### src/rtl/lvds_link_arbiter_pkg.sv
// lvds_arb_pkg
// Shared types and constants for the LVDS transmit-port arbiter.
//   arb_state_t  : arbiter FSM states (ARB_IDLE, ARB_GRANT)
//   ARB_BURST_W  : width of the per-grant flit counter
//   ARB_STAT_W   : width of each per-requester statistics counter
//   ARB_STAT_MAX : saturation value of the statistics counters
package lvds_arb_pkg;

  typedef enum logic {
    ARB_IDLE,
    ARB_GRANT
  } arb_state_t;

  localparam int ARB_BURST_W = 8;
  localparam int ARB_STAT_W  = 16;
  localparam logic [ARB_STAT_W-1:0] ARB_STAT_MAX = 16'hFFFF;

endpackage

### src/rtl/lvds_link_arbiter_if.sv
// lvds_link_arbiter_if
// Bundles the requester lanes and the serializer enqueue handshake.
//   req_valid/req_data/req_last : requester lanes (lane i at [i*FLIT_W +: FLIT_W])
//   req_ready                   : per-lane consume strobe back to requesters
//   tx_data/EN_tx/RDY_tx        : serializer flit port and handshake
// Modports:
//   slave  : the arbiter side (consumes lanes, drives serializer)
//   master : the environment side (requesters plus serializer)
interface lvds_link_arbiter_if #(
  parameter int NUM_REQ = 4,
  parameter int FLIT_W  = 32
);

  logic [NUM_REQ-1:0]        req_valid;
  logic [NUM_REQ*FLIT_W-1:0] req_data;
  logic [NUM_REQ-1:0]        req_last;
  logic [NUM_REQ-1:0]        req_ready;
  logic [FLIT_W-1:0]         tx_data;
  logic                      EN_tx;
  logic                      RDY_tx;

  modport slave (
    input  req_valid, req_data, req_last, RDY_tx,
    output req_ready, tx_data, EN_tx
  );

  modport master (
    output req_valid, req_data, req_last, RDY_tx,
    input  req_ready, tx_data, EN_tx
  );

endinterface

### src/rtl/lvds_link_arbiter_picker.sv
// rr_priority_picker
// Combinational round-robin pick: rotates the request vector so that the
// lane after last_grant sits at bit 0, priority-encodes the lowest set bit,
// then rotates the index back into lane numbering.
//   req        : request vector, one bit per lane
//   last_grant : lane that held the most recent grant (lowest priority now)
//   pick       : winning lane index (meaningful only when any=1)
//   any        : at least one lane is requesting
module rr_priority_picker #(
  parameter  int NUM_REQ = 4,
  localparam int IDX_W   = $clog2(NUM_REQ)
) (
  input  logic [NUM_REQ-1:0] req,
  input  logic [IDX_W-1:0]   last_grant,
  output logic [IDX_W-1:0]   pick,
  output logic               any
);

  logic [NUM_REQ-1:0] rotated;
  logic [IDX_W-1:0]   offset;

  // Rotate so the lane just above last_grant becomes position 0; wrap
  // modulo NUM_REQ so non-power-of-two lane counts still rotate correctly.
  always_comb begin
    rotated = '0;
    for (int k = 0; k < NUM_REQ; k++) begin
      rotated[k] = req[(int'(last_grant) + 1 + k) % NUM_REQ];
    end
  end

  // Scan from the top down so the lowest set position is the last one
  // written, which gives lowest-position-wins without a found flag.
  always_comb begin
    offset = '0;
    for (int k = NUM_REQ - 1; k >= 0; k--) begin
      if (rotated[k]) offset = IDX_W'(k);
    end
  end

  assign pick = IDX_W'((int'(last_grant) + 1 + int'(offset)) % NUM_REQ);
  assign any  = |req;

endmodule

### src/rtl/lvds_link_arbiter.sv
// lvds_link_arbiter
// Round-robin arbiter sharing the serializer's single flit port among
// NUM_REQ requesters. A grant is held for a whole packet, but never longer
// than MAX_BURST transfers, and there is one idle cycle between grants.
// Ports:
//   clk, rst_n  : clock and asynchronous active-low reset
//   bus         : lvds_link_arbiter_if.slave (requester lanes + serializer)
//   grant_id    : current or most recent granted lane
//   busy        : a grant is active
//   stat_sel    : statistics counter select
//   stat_cnt    : selected statistics counter (registered, 1-cycle latency)
// Build option:
//   LVDS_ARB_STATS_EN : builds saturating per-lane flit counters; when not
//                       defined stat_cnt reads 0 and stat_sel is ignored.
module lvds_link_arbiter
  import lvds_arb_pkg::*;
#(
  parameter  int NUM_REQ   = 4,
  parameter  int FLIT_W    = 32,
  parameter  int MAX_BURST = 8,
  localparam int IDX_W     = $clog2(NUM_REQ)
) (
  input  logic                  clk,
  input  logic                  rst_n,
  lvds_link_arbiter_if.slave    bus,
  output logic [IDX_W-1:0]      grant_id,
  output logic                  busy,
  input  logic [IDX_W-1:0]      stat_sel,
  output logic [ARB_STAT_W-1:0] stat_cnt
);

  localparam logic [ARB_BURST_W-1:0] BURST_LAST = ARB_BURST_W'(MAX_BURST - 1);

  arb_state_t             state;
  logic [IDX_W-1:0]       last_grant;
  logic [ARB_BURST_W-1:0] burst_cnt;
  logic [IDX_W-1:0]       pick;
  logic                   any_req;
  logic                   xfer;
  logic                   release_now;

  rr_priority_picker #(.NUM_REQ(NUM_REQ)) u_picker (
    .req        (bus.req_valid),
    .last_grant (last_grant),
    .pick       (pick),
    .any        (any_req)
  );

  // Steer the granted lane onto the serializer port. Kept combinational on
  // the registered grant so a ready serializer takes a flit in the very
  // first grant cycle; everything is quiet while idle.
  always_comb begin
    bus.tx_data   = '0;
    bus.EN_tx     = 1'b0;
    bus.req_ready = '0;
    if (state == ARB_GRANT) begin
      bus.tx_data             = bus.req_data[grant_id*FLIT_W +: FLIT_W];
      bus.req_ready[grant_id] = bus.RDY_tx;
      bus.EN_tx               = bus.req_valid[grant_id] & bus.RDY_tx;
    end
  end

  // A grant ends on the packet's last flit or on the transfer that fills
  // the burst budget, whichever comes first.
  assign xfer        = bus.EN_tx;
  assign release_now = xfer & (bus.req_last[grant_id] | (burst_cnt == BURST_LAST));

  // Arbitration FSM. The pick from IDLE is registered, so req_valid never
  // reaches grant_id combinationally. On release the FSM always drops back
  // to IDLE for a cycle; the released lane becomes last_grant and so has
  // the lowest priority in the following arbitration. Stalled cycles hold
  // the grant without touching burst_cnt.
  always_ff @(posedge clk or negedge rst_n) begin
    if (!rst_n) begin
      state      <= ARB_IDLE;
      grant_id   <= '0;
      last_grant <= IDX_W'(NUM_REQ - 1);
      burst_cnt  <= '0;
      busy       <= 1'b0;
    end else if (state == ARB_IDLE) begin
      if (any_req) begin
        grant_id <= pick;
        state    <= ARB_GRANT;
        busy     <= 1'b1;
      end
    end else begin
      if (release_now) begin
        state      <= ARB_IDLE;
        busy       <= 1'b0;
        last_grant <= grant_id;
        burst_cnt  <= '0;
      end else if (xfer) begin
        burst_cnt <= burst_cnt + 1'b1;
      end
    end
  end

`ifdef LVDS_ARB_STATS_EN
  logic [ARB_STAT_W-1:0] flit_cnt [NUM_REQ];

  // Per-lane transfer counters that stick at their maximum instead of
  // wrapping, plus a registered read port selected by stat_sel.
  always_ff @(posedge clk or negedge rst_n) begin
    if (!rst_n) begin
      for (int i = 0; i < NUM_REQ; i++) flit_cnt[i] <= '0;
      stat_cnt <= '0;
    end else begin
      if (xfer && flit_cnt[grant_id] != ARB_STAT_MAX) begin
        flit_cnt[grant_id] <= flit_cnt[grant_id] + 1'b1;
      end
      stat_cnt <= (int'(stat_sel) < NUM_REQ) ? flit_cnt[stat_sel] : '0;
    end
  end
`else
  logic unused_stat_sel;

  assign stat_cnt        = '0;
  assign unused_stat_sel = ^stat_sel;
`endif

endmodule

### src/flat_wrapper.sv
// flat-port wrapper written by rule: the top's interface ports become plain ports
module lvds_link_arbiter_flat import lvds_arb_pkg::*;
#(
  parameter  int NUM_REQ   = 4,
  parameter  int FLIT_W    = 32,
  parameter  int MAX_BURST = 8,
  localparam int IDX_W     = $clog2(NUM_REQ)
)
  (clk, rst_n, grant_id, busy, stat_sel, stat_cnt, bus_req_valid, bus_req_data, bus_req_last, bus_RDY_tx, bus_req_ready, bus_tx_data, bus_EN_tx);
  lvds_link_arbiter_if #(.NUM_REQ(NUM_REQ), .FLIT_W(FLIT_W)) bus_i ();
  input  logic clk;
  input  logic rst_n;
  output logic [IDX_W-1:0] grant_id;
  output logic busy;
  input  logic [IDX_W-1:0] stat_sel;
  output logic [ARB_STAT_W-1:0] stat_cnt;
  input wire logic [$bits(bus_i.req_valid)-1:0] bus_req_valid;
  input wire logic [$bits(bus_i.req_data)-1:0] bus_req_data;
  input wire logic [$bits(bus_i.req_last)-1:0] bus_req_last;
  input wire logic [$bits(bus_i.RDY_tx)-1:0] bus_RDY_tx;
  output wire logic [$bits(bus_i.req_ready)-1:0] bus_req_ready;
  output wire logic [$bits(bus_i.tx_data)-1:0] bus_tx_data;
  output wire logic [$bits(bus_i.EN_tx)-1:0] bus_EN_tx;
  assign bus_i.req_valid = bus_req_valid;
  assign bus_i.req_data = bus_req_data;
  assign bus_i.req_last = bus_req_last;
  assign bus_i.RDY_tx = bus_RDY_tx;
  assign bus_req_ready = bus_i.req_ready;
  assign bus_tx_data = bus_i.tx_data;
  assign bus_EN_tx = bus_i.EN_tx;
  lvds_link_arbiter #(.NUM_REQ(NUM_REQ), .FLIT_W(FLIT_W), .MAX_BURST(MAX_BURST)) u_core (.clk(clk), .rst_n(rst_n), .bus(bus_i), .grant_id(grant_id), .busy(busy), .stat_sel(stat_sel), .stat_cnt(stat_cnt));
endmodule
### config.mk
export PLATFORM = sky130hd
export DESIGN_NAME = lvds_link_arbiter_flat
export DESIGN_NICKNAME = d
export VERILOG_FILES = /design/src/rtl/lvds_link_arbiter_pkg.sv /design/src/rtl/lvds_link_arbiter_if.sv /design/src/rtl/lvds_link_arbiter_picker.sv /design/src/rtl/lvds_link_arbiter.sv /design/src/flat_wrapper.sv
export SDC_FILE = /design/constraint.sdc
export NUM_CORES = 1
export LEC_CHECK = 0
export BUFFER_PORTS_ARGS = -buffer_cell sky130_fd_sc_hd__buf_2
export CAP_MARGIN = 40
export CORE_MARGIN = 1
export CORE_UTILIZATION = 35
export CTS_CLUSTER_DIAMETER = 30
export DETAILED_ROUTE_END_ITERATION = 8
export PLACE_DENSITY_LB_ADDON = 0.15
export SYNTH_ARGS = -nofsm -noshare
export SYNTH_HDL_FRONTEND = slang
export SYNTH_SLANG_ARGS = --single-unit
### constraint.sdc
create_clock -name clk -period 2.15 [get_ports clk]
set_input_delay 0.1075 -clock clk [delete_from_list [all_inputs] [get_ports clk]]
set_output_delay 0.1075 -clock clk [all_outputs]
set_load 0.01 [all_outputs]
# After elaboration in Yosys (flattened, before gate mapping)
# Cells that the tools add are included.
[word_totals]
inputBits = 141
out_inout_bits = 56
reg_bits = 14
wordCells = 74
[op_classes]
n_bitwise = 9
shift = 1
magnitude_cmp = 6
n_mux = 33
n_eq_ne = 2
add_sub_neg = 6
n_reduce_logical = 12
[ops]
columns = ["op", "count"]
rows = [
  ["indexed part select 128 x 8 -> 32 bit", 1],
  ["two-way mux 32 bit", 1],
  ["two-way mux 1 bit", 18],
  ["less-than comparator 3 x 4 -> 1 bit, second input constant", 4],
  ["two-way mux 8 bit", 2],
  ["binary-select mux 1 bit (select 2 bit)", 6],
  ["adder 8 x 1 -> 8 bit, second input constant", 1],
  ["== test 8 x 3 -> 1 bit, second input constant", 1],
  ["two-way mux 2 bit", 4],
  ["AND reduction 2 bit", 4],
  ["OR reduction 2 bit", 4],
  ["adder 2 x 1 -> 2 bit, second input constant", 2],
  ["adder 2 bit, second input constant", 2],
  ["bitwise AND 1 bit, first input constant", 4],
  ["bitwise AND 4 bit", 1],
  ["two-way mux 4 bit", 1],
  ["nonzero test 2 bit", 2],
  ["OR reduction 4 bit", 1],
  ["less-than comparator 2 x 3 -> 1 bit, second input constant", 1],
  ["adder 2 bit", 1],
  ["bitwise AND 1 bit", 2],
  ["demux 1 bit (select 2 bit)", 1],
  ["greater-or-equal comparator 2 x 1 -> 1 bit, second input constant", 1],
  ["!= test 2 bit, second input constant", 1],
  ["3 further kinds", 3],
]

# Depth between registers and ports, before layout
# Gate-level depths: netlist of the first run.
[logic_depth]
word_depth = 12
ltp_mapped = 11
mapped_depth_nobuf = 11

# Cells and area by module
# From an unflattened synthesis of the first run, not the netlist that was laid out.
[unflattened]
hier_cells = 193
area_unflattened_um2 = 2055.7
[modules_own_cells]
columns = ["module", "seq_area_each_um2", "cells_each", "area_each_um2", "n_inst"]
rows = [
  ["lvds_link_arbiter", 352.8, 167, 1876.8, 1],
  ["rr_priority_picker", 0.0, 26, 178.9, 1],
]

# Worst setup path after synthesis of the first run
# Ideal clock, no wire load.
[synth_timing]
kind = "reg2reg"
start = "register u_core.last_grant[1]"
end = "register u_core.grant_id[1]"
path_slack_ns = 0.190
stages_incl_launch_ff = 11
arrival_ns = 1.834
synth_period_minus_slack_ns = 1.960
setup_ns = 0.126
n_path_buf = 0
required_ns = 2.024
cell_sequence = "dfstp_2 nand2_1 a2bb2oi_1 nor2_1 a21oi_1 a21oi_1 ha_1 xnor2_1 xnor2_1 nor2_1 a221o_1"
[synth_via]
elab_chain_len = 10
elab_cells_between_ends = 21
cone_classes = "add/sub: 5; mux: 16"
[synth_lines]
columns = ["element", "line_no", "rtl"]
rows = [
  ["start, declared", "lvds_link_arbiter.sv:35", "logic [IDX_W-1:0] last_grant;"],
  ["start signal, assigned", "lvds_link_arbiter.sv:77", "last_grant <= IDX_W'(NUM_REQ - 1);"],
  ["start signal, assigned", "lvds_link_arbiter.sv:90", "last_grant <= grant_id;"],
  ["adder 2 x 1 -> 2 bit (*)", "lvds_link_arbiter_picker.sv:27, lvds_link_arbiter_picker.sv:40", ""],
  ["adder 2 bit", "lvds_link_arbiter_picker.sv:27", "rotated[k] = req[(int'(last_grant) + 1 + k) % NUM_REQ];"],
  ["binary-select mux 1 bit (select 2 bit)", "lvds_link_arbiter_picker.sv:27", ""],
  ["two-way mux 1 bit (not written as such) (2 in a row)", "lvds_link_arbiter_picker.sv:27", ""],
  ["two-way mux 2 bit (4 in a row)", "lvds_link_arbiter_picker.sv:36", "if (rotated[k]) offset = IDX_W'(k);"],
  ["adder 2 bit (*)", "lvds_link_arbiter_picker.sv:40", "assign pick = IDX_W'((int'(last_grant) + 1 + int'(offset)) % NUM_REQ);"],
  ["end signal, assigned", "lvds_link_arbiter.sv:82", "grant_id <= pick;"],
  ["end, declared", "lvds_link_arbiter.sv:26", "output logic [IDX_W-1:0] grant_id,"],
]
# Mark *: on every way between the ends. The rest lies on a longest branch, timed or not. The select of a mux whose other input is x is not followed.
# A chain may end at the register's enable or synchronous reset.

# Worst setup path in the final report of the first run
# Same ends and word-level chain as after synthesis.

==> run metrics, run 1 <==
run status=finished, final reports clean; combinational power share=77.4%; crit path launch type=register; final weighted congestion in routability-driven placement=around 0.77; final slew viol count=0; setup repair after global routing missed its margin=no; # diodes=0; most common flop cell mapped by yosys=sky130_fd_sc_hd__dfrtp_1; GRT Resource Usage Total=20.33%; CP Data Required Time=2.28 ns; kind of critical path=register to register; area growth from synthesis to final layout=49.11%; library cell with the highest instance count after synthesis=sky130_fd_sc_hd__and2_1; Starting Density=36.57%; number of distinct standard cells referenced by the synthesized netlist=40; async set or reset register ratio after synthesis=100.0%; final hold violations=0; TritonCTS clock tree=built; number of vias per cell=between 5 and 6; sequential share of the synthesized area=17.31%; data arrival time at the worst-slack endpoint=2.15 ns; FMAX=495.8 MHz; number of setup violations in the final report=0; Port Buffers=178; wire length of the first global-routing pass=slightly below 10 mm; Seq cells post-synth=14; worst slew margin relative to its limit=63.19%; number of H-tree levels=1; sw frac=41.84%; Hold WC Path Type=input pin to asynchronous set/reset pin; Clock Sink Count=14; depth of the worst register-to-register path=10; total power after layout=3.223 mW; static leakage=1.519 nW; final clock skew=around 0.004 ns; drt pass-1 iters=4; number of nets with antenna violations after routing=0; Core Footprint=0.005574 sq mm; Rows=27; biggest area consumer among synthesized cells=sky130_fd_sc_hd__mux4_2; area of the mapped netlist=a little over 0.002 sq mm; total gr overflow=0; largest net degree at the start of global routing=29; HPWL after detailed placement=5.606 mm; cts bufs inserted=3; leading cell types by total area after synthesis=sky130_fd_sc_hd__mux4_2 (36%), sky130_fd_sc_hd__dfrtp_1 (15%), sky130_fd_sc_hd__and2_1 (11%); clock latency on the worst-skew pair=0.24 ns; DR DRC count=0; detailed-route wire length=roughly 6.7 mm; vias in the first global route=approximately 2.0k; DIE HEIGHT=78.31 um; portion of total power attributed to the clock network=under 10%; number of enable-type register cells in the synthesized netlist=0; area share of the largest cell type after synthesis=36.46%; total via count in the routed design=2228; per-cell routed wire length=15.16 um; time the final worst path needs with I/O delays and setup=2.017 ns; Worst setup EP type=register; total of max-cap violations=0; share of total power in sequential cells=~15%; setup_tns=0 ns; Die W=just under 80 um; Reg clk slew, reported paths=0.06 ns; most frequent cells after synthesis=sky130_fd_sc_hd__and2_1 (35), sky130_fd_sc_hd__mux4_2 (33), sky130_fd_sc_hd__buf_4 (21); Final period util=93.82%; Post-Syn Instances=196; number of buffers on the longest clock path=2; Pwr per Cell Area=approximately 1100 mW/mm^2; antenna violations before repair=0; largest voltage drop on the vdd net=0.0005375 V; average size of a mapped cell=10.40 sq um; count of synthesis-stage warnings from yosys=0; internal power component=1.874 mW; Root Driver=sky130_fd_sc_hd__clkbuf_8; overall die area=around 0.0061 sq mm; number of DRC markers after the initial detailed-route iteration=58; Net Switching=1.349 mW; internal reg-to-reg setup slack=0.13 ns; slew at the pin closest to its max-slew limit=0.5521 ns; fraction of layout instances using a drive strength above 1=~65%; highest net fanout along the worst path=4; final net count=515; total I/O pin count=~200
worst paths after layout:
kind | to | start
worst min register to register | u_core.burst_cnt[0]$_DFFE_PN0P_ | u_core.burst_cnt[0]$_DFFE_PN0P_
max in group asynchronous | u_core.last_grant[1]$_DFFE_PN1P_ | rst_n
worst max register to register | u_core.grant_id[1]$_DFFE_PN0P_ | u_core.last_grant[1]$_DFFE_PN1P_
min in group clk | u_core.grant_id[1]$_DFFE_PN0P_ | bus_req_valid[3]
worst min-delay path | u_core.grant_id[1]$_DFFE_PN0P_ | rst_n
worst max-delay path | u_core.grant_id[1]$_DFFE_PN0P_ | u_core.last_grant[1]$_DFFE_PN1P_
final cells by class:
type,instances,area [sq um]
Multi-Input combinational cell,158,1524
Sequential cell,14,354.1
Clock buffer,4,55.05
Fill cell,525,2535
Timing Repair Buffer,187,985.9
Inverter,8,30.03
Tap cell,72,90.09
worst max-delay path, cell delays in order (launching register included):
cell and delay [ns]:
sky130_fd_sc_hd__dfstp_2 0.56, sky130_fd_sc_hd__nand2_1 0.08, sky130_fd_sc_hd__a2bb2oi_1 0.15, sky130_fd_sc_hd__nor2_1 0.05
sky130_fd_sc_hd__a21oi_1 0.11, sky130_fd_sc_hd__a21oi_1 0.08, sky130_fd_sc_hd__ha_2 0.18, sky130_fd_sc_hd__xnor2_1 0.18
sky130_fd_sc_hd__xnor2_1 0.16, sky130_fd_sc_hd__nor2_1 0.06, sky130_fd_sc_hd__a221o_1 0.31
cell families (layout without fill, tap and decap cells):
family,after synthesis,after routing,synth area share [%]
simple gates,69,69,19.03
buf+inv,39,199,11.54
mux,36,36,37.94
compound gates,29,29,10.19
flops,14,14,17.31
xor+xnor,6,6,2.578
fa+ha+maj,2,2,1.228
other cells,1,16,0.1840
power groups by stage:
stage,Sequential [mW],Combinational (mW),Clock [mW]
floorplan,0.416,1.79,0
global placement,0.481,2.45,0
detailed placement,0.482,2.48,0
CTS,0.480,2.48,0.261
global route,0.492,2.70,0.272
finish,0.477,2.49,0.251
registers in the layout (all words and copies together) (netlist names):
register           flops
u_core.last_grant      2
u_core.state           1
u_core.busy            1
u_core.burst_cnt       8
u_core.grant_id        2
placed cells by master (no fill, tap or decap), drive strengths merged, types with 2 or more instances in the layout:
cell,n
xnor2,2
buf,186
a22o,2
ha,2
a31oi,2
dfstp,2
a21oi,2
nor2,14
xor2,4
nand3,6
and2,35
o21ai,13
o22ai,2
o211ai,2
and3,2
inv,8
a31o,2
nand2,7
mux2i,3
a2bb2oi,2
dfrtp,12
conb,16
mux4,33
clkbuf,4
timing repair:
action	4_1_cts	5_1_grt
hold buffers	1	0
setup buffers	0	2
gates resized for setup	0	5
setup endpoints to repair	0	1
hold endpoints to repair	12	0
per-stage QoR:
step	setup slack (ns)	instances	cell area [sq um]	utilization, %	hold slack (ns)
global placement	0.1190	436	2942	52.77	0.01945
finish	0.1329	443	3039	54.52	0.2872
detailed placement	0.08741	436	2942	52.77	0.02086
global route	0.008625	443	3039	54.52	0.3198
CTS	0.07455	441	3007	53.94	0.2909
floorplan	0.1901	211	2095	-	-0.1881
routing by layer:
layer	up-vias	part of all wire, %	wire [um]	track usage, %
li1	1046	-	-	-
met3	8	8.8	594	5.581
met1	1065	37	2467	22.68
met5	-	0	0	0
met4	0	1.2	83	4.444
met2	109	53	3573	38.16
Power figures use the tool's default switching activity.
==> run 2: changes to the inputs <==
CORE_UTILIZATION = 37   (was 35)
SLEW_MARGIN = 20   (was default)
==> run 2 against run 1 <==
  * Worst setup slack got worse by 0.010 ns
  * Design area down 1.0%
  * Count of clock-buffer cells in the layout unchanged
  * Sequential share of layout area is 0.12 points higher
  * Fmax decreased by 0.51%
  * Total power fell by 2.1%
  * Flip-flop and latch count did not move
  * Clock power increased by 2%
  * Global-route usage rose by 3.0 points
  * Sequential power is 5.7% lower
==> run metrics, run 2 (synthesized netlist as in run 1, its figures left out) <==
run status=finished, final reports clean; Reg clk slew, reported paths=roughly 0.060 ns; GR Layer Usage met2=39.37%; portion of total power attributed to the clock network=8.1%; sw frac=a little over two fifths; fraction of layout instances using a drive strength above 1=65.22%; kind of critical path=register to register; Net Switching=approximately 1.3 mW; final net count=512; per-cell routed wire length=between 15 and 20 um; Worst setup EP type=register; time the final worst path needs with I/O delays and setup=2.027 ns; number of buffers on the longest clock path=2; largest register by flop count=u_core.burst_cnt; HPWL after detailed placement=5.642 mm; most frequent cells in the layout=sky130_fd_sc_hd__buf_2 (178), sky130_fd_sc_hd__and2_1 (35), sky130_fd_sc_hd__mux4_2 (33); reg-to-reg endpoint=u_core.grant_id[1]$_DFFE_PN0P_; combinational power share=between 70% and 80%; internal power component=1.818 mW; Final period util=around 94%; DIE HEIGHT=76.22 um; number of H-tree levels=1; vias in the first global route=2079; Crit Reg-Reg Startpoint=u_core.last_grant[1]$_DFFE_PN1P_; GRT Resource Usage Total=23.29%; met3 Track Usage GR=approximately 4.0%; static leakage=1.501 nW; met1 track utilization from global routing=~29%; crit path launch type=register; antenna violations before repair=0; internal reg-to-reg setup slack=0.12 ns; number of DRC markers after the initial detailed-route iteration=54; detailed-route wire length=6.857 mm; data arrival time at the worst-slack endpoint=2.21 ns; final clock skew=0.002561 ns; DR DRC count=0; wire length of the first global-routing pass=10.67 mm; drt pass-1 iters=4; largest registers in the final layout=u_core.burst_cnt: 8 flops, u_core.grant_id: 2 flops, u_core.last_grant: 2 flops; final hold violations=0; worst setup path startpoint=u_core.last_grant[1]$_DFFE_PN1P_; largest net degree at the start of global routing=40; maximum cell stage delay along the critical path=between 0.5 and 0.6 ns; overall die area=0.005809 sq mm; highest net fanout along the worst path=5; Root Driver=sky130_fd_sc_hd__clkbuf_8; Port Buffers=~180; TritonCTS clock tree=built; library cell appearing most often on the critical path=sky130_fd_sc_hd__xnor2_1; Die W=76.22 um; Clock Sink Count=14; CP Data Required Time=between 2 and 2.5 ns; clock latency on the worst-skew pair=0.24 ns; Hold WC Path Type=input pin to asynchronous set/reset pin; depth of the worst register-to-register path=11; Core Footprint=approximately 0.0052 sq mm; total via count in the routed design=2205; global routing's busiest layer=met2; total power after layout=around 3.2 mW; # diodes=0; final weighted congestion in routability-driven placement=between 0.8 and 0.9; leading cell type in the layout, fill and taps excluded=sky130_fd_sc_hd__buf_2; number of vias per cell=5.034; area growth from synthesis to final layout=47.57%; total of max-cap violations=0; slowest CP cell=sky130_fd_sc_hd__dfstp_2; final slew viol count=0; total gr overflow=0; Rows=26; number of setup violations in the final report=0; slew at the pin closest to its max-slew limit=0.5475 ns; share of the core filled with cells=approximately 58%; worst slew margin relative to its limit=63.50%; Hold WS=0.2843 ns; share of total power in sequential cells=between 10% and 20%; total I/O pin count=between 150 and 200; max FFs per register=8; Critical Path, Cell by Cell=inv_1 -> a2bb2oi_2 -> o22ai_1 -> nor2_1 -> a21oi_1 -> ha_2 -> xnor2_1 -> xnor2_1 -> nand2_1 -> a221oi_2 -> a221o_1; FMAX=slightly below 500 MHz; setup_tns=0 ns; number of nets with antenna violations after routing=0; Starting Density=about two fifths; largest voltage drop on the vdd net=between 0.0007 and 0.0008 V; Pwr per Cell Area=1049 mW/mm^2; cts bufs inserted=3
run 2: power by group through the flow:
| stage | clock [mW] | sequential [mW] | combinational (mW) |
|---|---|---|---|
| detailed placement | 0 | 0.456 | 2.44 |
| finish | 0.256 | 0.450 | 2.45 |
| CTS | 0.262 | 0.451 | 2.45 |
| floorplan | 0 | 0.416 | 1.79 |
| global placement | 0 | 0.457 | 2.42 |
| global route | 0.278 | 0.467 | 2.66 |
run 2: through the flow:
stage | area, sq um | std cells | setup WS, ns
floorplan | 2095 | 211 | 0.1901
global placement | 2912 | 432 | 0.1091
detailed placement | 2912 | 432 | 0.08256
CTS | 2977 | 437 | 0.07009
global route | 3008 | 438 | -0.03745
finish | 3008 | 438 | 0.1226
run 2: routing by layer:
layer	vias up	wire length (um)	share of wire [%]
li1	1042	-	-
met2	95	3474	51
met4	0	259	3.8
met5	-	0	0
met3	20	411	6.0
met1	1048	2711	40
run 2: area by class of cell:
type / instances / area [sq um]
Clock buffer: 4 / 55.05
Fill cell: 479 / 2197
Inverter: 8 / 30.03
Multi-Input combinational cell: 158 / 1530
Sequential cell: 14 / 354.1
Tap cell: 70 / 87.58
Timing Repair Buffer: 184 / 950.9
run 2: how the worst max path moves through the flow:
stage / to / slack, ns / depth (start not counted)
2_1_floorplan: u_core.grant_id[1]$_DFFE_PN0P_ / 0.19 / 10
3_3_place_gp: u_core.grant_id[1]$_DFFE_PN0P_ / 0.11 / 10
3_5_place_dp: u_core.grant_id[1]$_DFFE_PN0P_ / 0.08 / 11
4_1_cts: u_core.grant_id[1]$_DFFE_PN0P_ / 0.07 / 11
5_1_grt: u_core.grant_id[1]$_DFFE_PN0P_ / -0.04 / 11
6_report: u_core.grant_id[1]$_DFFE_PN0P_ / 0.12 / 11
run 2: repair_timing:
item                                    in CTS  in global routing
endpoints found under the hold margin       12                  0
setup buffers                                0                  1
gates resized for setup                      0                  5
hold buffers                                 1                  0
endpoints found under the setup margin       0                  1
run 2: worst max-delay path, delay by kind of cell (launching register included):
family / cells / cell delay [ns]
compound gates: 5 / 0.62
buf+inv: 1 / 0.08
simple gates: 2 / 0.19
fa+ha+maj: 1 / 0.17
flops: 1 / 0.57
xor+xnor: 2 / 0.32
==> run 3: changes to the inputs <==
==> constraint.sdc (replaced) <==
create_clock -name clk -period 2.15 [get_ports clk]
set_input_delay 0 -clock clk [delete_from_list [all_inputs] [get_ports clk]]
set_output_delay 0 -clock clk [all_outputs]
set_load 0.01 [all_outputs]
==> run 3 against run 2 <==
  * Fmax increased by 0.68%
  * Worst setup slack improved by 0.014 ns
  * Global-route usage decreased by 0.50 points
  * Wire length decreased by 1.3%
  * Count of clock-buffer cells in the layout unchanged
  * First-iteration DRC count increased by 20%
  * Design area increased by 0.42%
  * Critical path type unchanged
  * Non-clock buffer count unchanged
  * Core utilization increased by 0.24 points
  * Largest power group unchanged
==> run metrics, run 3 (synthesized netlist as in run 1, its figures left out) <==
antenna violations before repair=0; GRT Resource Usage Total=between 20% and 30%; Hold WC Path Type=input pin to asynchronous set/reset pin; slew at the pin closest to its max-slew limit=0.5409 ns; detailed-route wire length=6.769 mm; time the final worst path needs with I/O delays and setup=about 2.0 ns; fraction of layout instances using a drive strength above 1=~65%; total gr overflow=0; clock latency on the worst-skew pair=~0.25 ns; worst slew margin relative to its limit=around 64%; per-cell routed wire length=15.45 um; cts bufs inserted=3; kind of critical path=register to register; final net count=512; drt pass-1 iters=4; worst setup path startpoint=u_core.last_grant[1]$_DFFE_PN1P_; depth of the worst register-to-register path=11; run status=finished, final reports clean; total via count in the routed design=2197; final clock skew=roughly 0.0052 ns; FMAX=496.6 MHz; CP Data Required Time=between 2 and 2.5 ns; DIE HEIGHT=76.22 um; Hold WS=between 0.15 and 0.2 ns; data arrival time at the worst-slack endpoint=2.15 ns; internal reg-to-reg setup slack=0.14 ns; slowest CP cell=sky130_fd_sc_hd__dfstp_2; wire length of the first global-routing pass=10.65 mm; overall die area=between 0.005 and 0.006 sq mm; final weighted congestion in routability-driven placement=0.8094; largest registers in the final layout=u_core.burst_cnt: 8 flops, u_core.grant_id: 2 flops, u_core.last_grant: 2 flops; highest net fanout along the worst path=5; number of nets with antenna violations after routing=0; vias in the first global route=2160; Die W=76.22 um; Clock Sink Count=14; crit path launch type=register; reg-to-reg endpoint=u_core.grant_id[1]$_DFFE_PN0P_; total I/O pin count=slightly below 200; largest register by flop count=u_core.burst_cnt; number of buffers on the longest clock path=2; Worst setup EP type=register; area growth from synthesis to final layout=48.19%; Core Footprint=0.005205 sq mm; Final period util=between 90% and 100%; Port Buffers=around 180; total of max-cap violations=0; final slew viol count=0; Root Driver=sky130_fd_sc_hd__clkbuf_8; TritonCTS clock tree=built; Crit Reg-Reg Startpoint=u_core.last_grant[1]$_DFFE_PN1P_; number of vias per cell=roughly 5.0; Finished Cell Area=around 0.0030 sq mm; number of setup violations in the final report=0; final hold violations=0; # diodes=0; Pwr per Cell Area=1057 mW/mm^2; HPWL after detailed placement=5.715 mm; Starting Density=39.16%; number of DRC markers after the initial detailed-route iteration=65; number of H-tree levels=1; maximum cell stage delay along the critical path=0.57 ns; max FFs per register=8; leading cell type in the layout, fill and taps excluded=sky130_fd_sc_hd__buf_2; static leakage=roughly 1.5 nW; largest net degree at the start of global routing=40; largest voltage drop on the vdd net=0.0006075 V; DR DRC count=0; most frequent cells in the layout=sky130_fd_sc_hd__buf_2 (178), sky130_fd_sc_hd__and2_1 (35), sky130_fd_sc_hd__mux4_2 (33); Cell Area, Placed=0.002912 sq mm; Rows=26; Critical Path, Cell by Cell=nand2_2 -> a2bb2oi_2 -> nor2_1 -> a21oi_1 -> a21oi_1 -> ha_1 -> xnor2_2 -> xnor2_2 -> nand2_1 -> a221oi_2 -> a221o_1; Reg clk slew, reported paths=0.06 ns
[run 3: power breakdown]
part,internal (mW),switching (mW)
Clock,0.162,0.0886
Combinational,1.33,1.14
Sequential,0.356,0.116
[run 3: final cells by class]
type | count | area, sq um
Tap cell | 70 | 87.58
Inverter | 8 | 30.03
Multi-Input combinational cell | 158 | 1543
Clock buffer | 4 | 55.05
Sequential cell | 14 | 354.1
Fill cell | 497 | 2185
Timing Repair Buffer | 184 | 950.9
[run 3: critical path, delay by kind of cell, from the launching register on]
kind	cells	cell delay, ns
adders and majority gates	1	0.21
and+or+nand+nor	3	0.20
xor gates and xnor gates	2	0.29
DFF	1	0.57
AOI/OAI and AO/OA	5	0.62
[run 3: layer usage]
metal  global-route usage (%)  wire length, um  up-vias
met5                        0                0        -
met4                    5.769              181        0
met3                    6.228              604       16
met2                    41.53             3434      107
met1                    26.13             2548     1033
li1                         -                -     1041
[run 3: worst max path at each step]
stage | endpoint | slack [ns] | depth (start not counted)
detailed placement | u_core.grant_id[1]$_DFFE_PN0P_ | 0.07 | 11
CTS | u_core.grant_id[1]$_DFFE_PN0P_ | 0.07 | 11
finish | u_core.grant_id[1]$_DFFE_PN0P_ | 0.14 | 11
floorplan | u_core.grant_id[1]$_DFFE_PN0P_ | 0.19 | 10
global route | u_core.grant_id[1]$_DFFE_PN0P_ | -0.0004 | 10
global placement | u_core.grant_id[1]$_DFFE_PN0P_ | 0.11 | 10
[run 3: what timing repair did]
action,CTS,global route
hold endpoints to repair,14,0
resized for setup,0,6
setup endpoints to repair,0,1
hold buffers,1,0
setup buffers,0,1
[run 3: metrics by stage]
step | TNS, ns | instances | power (mW) | worst slack [ns] | utilization [%]
after floorplan | 0 | 211 | 2.203 | 0.1901 | -
after global placement | 0 | 432 | 2.878 | 0.1127 | 55.94
after detailed placement | 0 | 432 | 2.908 | 0.07272 | 55.94
after CTS | 0 | 437 | 3.166 | 0.06656 | 57.19
after global routing | -0.0003730 | 438 | 3.451 | -0.0003730 | 58.03
final | 0 | 438 | 3.192 | 0.1362 | 58.03
